**src/rtl/ahb_arbiter.sv**
```systemverilog
// AHB bus arbiter for NUM_MST masters sharing one slave path.
// Tracks fixed-length bursts, honours locked sequences, masks masters that
// were SPLIT until the slave releases them through HSPLIT.
// Optional macro AHB_ARB_ROUND_ROBIN_EN selects round-robin arbitration;
// without it the lowest-numbered eligible master wins.
module ahb_arbiter #(
    parameter int NUM_MST = 4,
    parameter int DEF_MST = 0
) (
    input  logic               HCLK,
    input  logic               HRESETn,
    input  logic [NUM_MST-1:0] HBUSREQ,
    input  logic [NUM_MST-1:0] HLOCK,
    input  logic [1:0]         HTRANS,
    input  logic [2:0]         HBURST,
    input  logic               HREADY,
    input  logic [1:0]         HRESP,
    input  logic [15:0]        HSPLIT,
    output logic [NUM_MST-1:0] HGRANT,
    output logic [3:0]         HMASTER,
    output logic               HMASTLOCK
);
    localparam logic [1:0] TR_IDLE   = 2'd0;
    localparam logic [1:0] TR_NONSEQ = 2'd2;
    localparam logic [1:0] TR_SEQ    = 2'd3;
    localparam logic [1:0] RSP_OKAY  = 2'd0;
    localparam logic [1:0] RSP_SPLIT = 2'd3;
    localparam logic [2:0] BU_INCR   = 3'd1;
    localparam logic [NUM_MST-1:0] ONE_HOT1  = NUM_MST'(1);
    localparam logic [NUM_MST-1:0] DEF_GRANT = ONE_HOT1 << DEF_MST;

    logic [NUM_MST-1:0] grant, grant_nxt, mask, mask_nxt, eligible;
    logic [3:0]         grant_idx, data_owner, cnt, cnt_nxt, len_m1, win;
    logic               err, split_rsp, owner_locked, owner_keep, ap, found;
    logic               unused_hsplit;

    // Upper HSPLIT bits beyond NUM_MST have no master to release
    assign unused_hsplit = ^HSPLIT;
    assign HGRANT        = grant;

    assign err          = HREADY && (HRESP != RSP_OKAY);
    assign split_rsp    = HREADY && (HRESP == RSP_SPLIT);
    assign owner_locked = |(HBUSREQ & HLOCK & grant);
    // An unfinished fixed burst stays with its owner while it still wants the bus
    assign owner_keep   = (|(HBUSREQ & ~mask_nxt & grant)) && (cnt_nxt != 4'd0);
    // A locked owner can only be pre-empted by a SPLIT
    assign ap = split_rsp ||
                (HREADY && !owner_locked &&
                 (HTRANS == TR_IDLE || cnt_nxt == 4'd0 || HBURST == BU_INCR || err));
    assign eligible = HBUSREQ & ~mask_nxt;

    // Index of the master currently holding the grant
    always_comb begin
        grant_idx = '0;
        for (int i = 0; i < NUM_MST; i++)
            if (grant[i]) grant_idx = 4'(i);
    end

    // Beats remaining after the first beat of a burst
    always_comb begin
        case (HBURST)
            3'd2, 3'd3: len_m1 = 4'd3;
            3'd4, 3'd5: len_m1 = 4'd7;
            3'd6, 3'd7: len_m1 = 4'd15;
            default:    len_m1 = 4'd0;
        endcase
    end

    // Beat counter: load on NONSEQ, count SEQ beats, cleared by any error response
    always_comb begin
        cnt_nxt = cnt;
        if (HREADY) begin
            if (HTRANS == TR_NONSEQ)
                cnt_nxt = len_m1;
            else if (HTRANS == TR_SEQ && cnt != 4'd0)
                cnt_nxt = cnt - 4'd1;
            if (err)
                cnt_nxt = 4'd0;
        end
    end

    // Split mask: release first, then a fresh SPLIT so set wins on the same bit
    always_comb begin
        mask_nxt = mask & ~HSPLIT[NUM_MST-1:0];
        if (split_rsp)
            for (int i = 0; i < NUM_MST; i++)
                if (data_owner == 4'(i)) mask_nxt[i] = 1'b1;
    end

`ifdef AHB_ARB_ROUND_ROBIN_EN
    logic [3:0] rr_ptr;
    logic [4:0] dist, best_dist;

    // Eligible master closest to the pointer (circular distance) wins
    always_comb begin
        win       = 4'(DEF_MST);
        found     = 1'b0;
        best_dist = '1;
        dist      = '0;
        for (int i = 0; i < NUM_MST; i++) begin
            if (eligible[i]) begin
                dist = (5'(i) >= {1'b0, rr_ptr}) ? 5'(i) - {1'b0, rr_ptr}
                                                 : 5'(i) + 5'(NUM_MST) - {1'b0, rr_ptr};
                if (dist < best_dist) begin
                    best_dist = dist;
                    win       = 4'(i);
                    found     = 1'b1;
                end
            end
        end
    end

    // Pointer moves just past each master that wins a fresh arbitration
    always_ff @(posedge HCLK or negedge HRESETn) begin
        if (!HRESETn)
            rr_ptr <= '0;
        else if (ap && !owner_keep && found)
            rr_ptr <= (win == 4'(NUM_MST - 1)) ? 4'd0 : win + 4'd1;
    end
`else
    // Fixed priority: scanning downward leaves the lowest eligible index
    always_comb begin
        win   = 4'(DEF_MST);
        found = 1'b0;
        for (int i = NUM_MST - 1; i >= 0; i--) begin
            if (eligible[i]) begin
                win   = 4'(i);
                found = 1'b1;
            end
        end
    end
`endif

    // Next grant: only moves at an arbitration point; idle bus parks on DEF_MST
    always_comb begin
        grant_nxt = grant;
        if (ap && !owner_keep)
            grant_nxt = found ? (ONE_HOT1 << win) : DEF_GRANT;
    end

    // Grant, burst, mask and address/data-phase ownership registers
    always_ff @(posedge HCLK or negedge HRESETn) begin
        if (!HRESETn) begin
            grant      <= DEF_GRANT;
            cnt        <= '0;
            mask       <= '0;
            HMASTER    <= 4'(DEF_MST);
            HMASTLOCK  <= 1'b0;
            data_owner <= 4'(DEF_MST);
        end else begin
            grant <= grant_nxt;
            cnt   <= cnt_nxt;
            mask  <= mask_nxt;
            if (HREADY) begin
                HMASTER    <= grant_idx;
                HMASTLOCK  <= |(HLOCK & grant & ~mask);
                data_owner <= HMASTER;
            end
        end
    end
endmodule

```
**config.mk**
```make
export PLATFORM = sky130hd
export DESIGN_NAME = ahb_arbiter
export DESIGN_NICKNAME = d
export VERILOG_FILES = /design/src/rtl/ahb_arbiter.sv
export SDC_FILE = /design/constraint.sdc
export NUM_CORES = 1
export LEC_CHECK = 0
export CAP_MARGIN = 15
export CORE_UTILIZATION = 46
export DETAILED_ROUTE_END_ITERATION = 8
export PLACE_DENSITY_LB_ADDON = 0.15
export SYNTH_ARGS = -nofsm -noshare
export SYNTH_HDL_FRONTEND = slang
export SYNTH_SLANG_ARGS = --single-unit
```
**constraint.sdc**
```tcl
create_clock -name HCLK -period 6.7 [get_ports HCLK]
set_input_delay 2.01 -clock HCLK [delete_from_list [all_inputs] [get_ports HCLK]]
set_output_delay 2.01 -clock HCLK [all_outputs]
set_load 0.02 [all_outputs]
```
==> results.tsv <==
metric	value	unit
status	completed	
worst_slew_pin_slew	0.784	ns
route.vias.total	1073	
crit_start	HREADY	
path_max_fanout	17	
fin_skew	0.00493	ns
p_per_area	221	nW/µm²
crit_arrival	4.38	ns
final_antenna_net_count	0	
grt_use_total	23.8	%
post_cts_resize_count	0	
whs_path_depth	2	
areaGrowthSynthToFinish	29.9	%
cts.sinks	17	
cap_violations	0	
dp_hpwl	2.06	mm
clock_latency	0.29	ns
reg2reg_from	cnt[1]$_DFF_PN0_	
die_x	50.4	µm
vdd_ir_drop_max	0.171	mV
io_pins	43	
antenna_found_initial	0	
final_util	63.2	%
cts.clk_slew.worst_paths	0.10	ns
place_inst	172	
vias_per_cell	6.10	
cts_setup_buffers	0	
layout_common_cells	28 x clkdlybuf4s50_1, 16 x dfrtp_1, 11 x nand2_1	
fin_nets	184	
synth_edf_count	0	
grt_max_degree	18	
cts_buffers	3	
final-setup-viol-count	0	
drive_gt1_share	8.11	%
grt_pass1_wl	4.49	mm
syn_area	1080	µm²
insertedDiodeCount	0	
tns	0	ns
worstPathRequired	6.89	ns
hold_viol	0	
async_flop_share	100	%
synth_warnings	0	
ys_seq_elements	17	
dr.pass1.iters	4	
fmax	238	MHz
p_leak	0.570	nW
start_util	48.6	%
rsz0062_at_grt	false	
gp_congestion	0.902	
cp-start-kind	input pin	
core	2210	µm²
max_slew_margin	47.6	%
drt_iter0_markers	35	
max-clock-path-buffers	2	
synthCells	119	
wirelength	2.69	mm
worstSetupPathType	in2reg	
dieArea	2540	µm²
cts_root_buf	clkbuf_4	
grt_pass1_vias	1004	
cts_tree	built	
port-buffer-count	28	
ys.flop_type	dfrtp_1	
layout_min_cycle_time	4.20	ns
ctsHoldBuffers	0	
worst_r2r_endpoint	HGRANT[2]$_DFFE_PN0P_	
avgSynthCellArea	9.04	µm²
ys_seq_area_share	39.7	%
min-delay-start	HMASTLOCK$_DFFE_PN0P_	
fin_cells	176	
drv_slew	0	
wl_per_cell	15.3	µm
mostFrequentLayoutCell	clkdlybuf4s50_1	
grt_overflow	0	
p_total	0.309	mW
ys_types	45	
rows	17	
drc	0	
min_path_type	reg2reg	
crit_path_end_kind	flip-flop	
dieHeight	50.4	µm
worstRegToRegCells	9	
cts_max_level	1	
r2r_slack	4.39	ns
fin_crit_sh	62.6	%
min_to	HMASTLOCK$_DFFE_PN0P_	
==> power by group <==
part | total (mW) | internal [mW] | switching [mW]
clock network | 0.0556 | 0.0231 | 0.0324
registers | 0.144 | 0.121 | 0.0226
logic | 0.110 | 0.0551 | 0.0546
total | 0.309 | 0.199 | 0.110
==> Yosys cell counts (all sizes together), types with 2 or more instances <==
| library cell | count | area [µm²] |
|---|---|---|
| o22ai | 3 | 18.8 |
| a32o | 2 | 20.0 |
| buf | 3 | 20.0 |
| a21oi | 6 | 30.0 |
| nand2 | 12 | 47.6 |
| nand3 | 8 | 40.0 |
| o2bb2ai | 2 | 17.5 |
| a311oi | 2 | 17.5 |
| o2111ai | 2 | 17.5 |
| dfrtp | 16 | 400 |
| o32a | 2 | 20.0 |
| or4b | 2 | 20.0 |
| nand4 | 4 | 25.0 |
| o21ai | 4 | 20.0 |
| inv | 10 | 37.5 |
| o221ai | 2 | 23.8 |
| and3 | 2 | 12.5 |
| nor2b | 2 | 12.5 |
| mux2 | 2 | 22.5 |
| nor2 | 8 | 30.0 |
| o211ai | 2 | 15.0 |
| nand2b | 3 | 18.8 |
==> layer usage <==
metal	GRT usage, %	vias to the layer above	routed length (µm)
met2	38.4	40	1270
met5	0	-	0
met4	13.0	0	41
met3	3.64	4	169
met1	30.5	523	1210
li1	-	506	-
==> per-stage QoR <==
stage	area, µm²	hold WS (ns)	setup slack (ns)
5_1_grt	1400	0.577	2.33
2_1_floorplan	1080	0.477	3.00
4_1_cts	1400	0.531	2.50
3_3_place_gp	1370	0.492	2.21
3_5_place_dp	1370	0.506	2.17
6_report	1400	0.519	2.50
==> how the worst max path moves through the flow <==
stage | slack [ns] | to | cells past startpoint
3_5_place_dp | 2.17 | HGRANT[2]$_DFFE_PN0P_ | 8
2_1_floorplan | 3.00 | HGRANT[2]$_DFFE_PN0P_ | 7
3_3_place_gp | 2.21 | HGRANT[2]$_DFFE_PN0P_ | 8
5_1_grt | 2.33 | HGRANT[2]$_DFFE_PN0P_ | 8
6_report | 2.50 | HGRANT[2]$_DFFE_PN0P_ | 8
4_1_cts | 2.50 | HGRANT[2]$_DFFE_PN0P_ | 8
==> sequential cells by signal, indices dropped and copies added, names as in the netlist <==
name        cells
HGRANT          4
cnt             4
data_owner      2
HMASTER         2
mask            4
HMASTLOCK       1
==> critical path, stage by stage <==
cell and delay (ns):
clkdlybuf4s50_1 0.84, nand3_1 0.20, o32a_1 0.37, a311oi_1 0.27
o221ai_1 0.21, o31ai_4 0.12, nand2_1 0.12, a32o_1 0.24
==> kinds of logic (layout without fill, tap and decap cells) <==
group | Yosys count | count (layout) | share of synthesized area, %
AND/OR/NAND/NOR | 51 | 51 | 26.5
AO/OA/AOI/OAI | 33 | 33 | 24.5
flip-flops | 17 | 17 | 39.7
buffers and inverters | 14 | 42 | 5.70
multiplexers | 2 | 2 | 2.09
adder cells (fa/ha/maj) | 1 | 1 | 1.16
other | 1 | 2 | 0.349
==> area by class of cell <==
type	instances	area, µm²
multi-input combinational	89	592
clock buffer	4	26.3
fill	192	815
tap	28	35.0
timing repair buffer	28	280
inverter	10	37.5
sequential	17	427
Note: power is estimated with default switching activity, not from simulation.
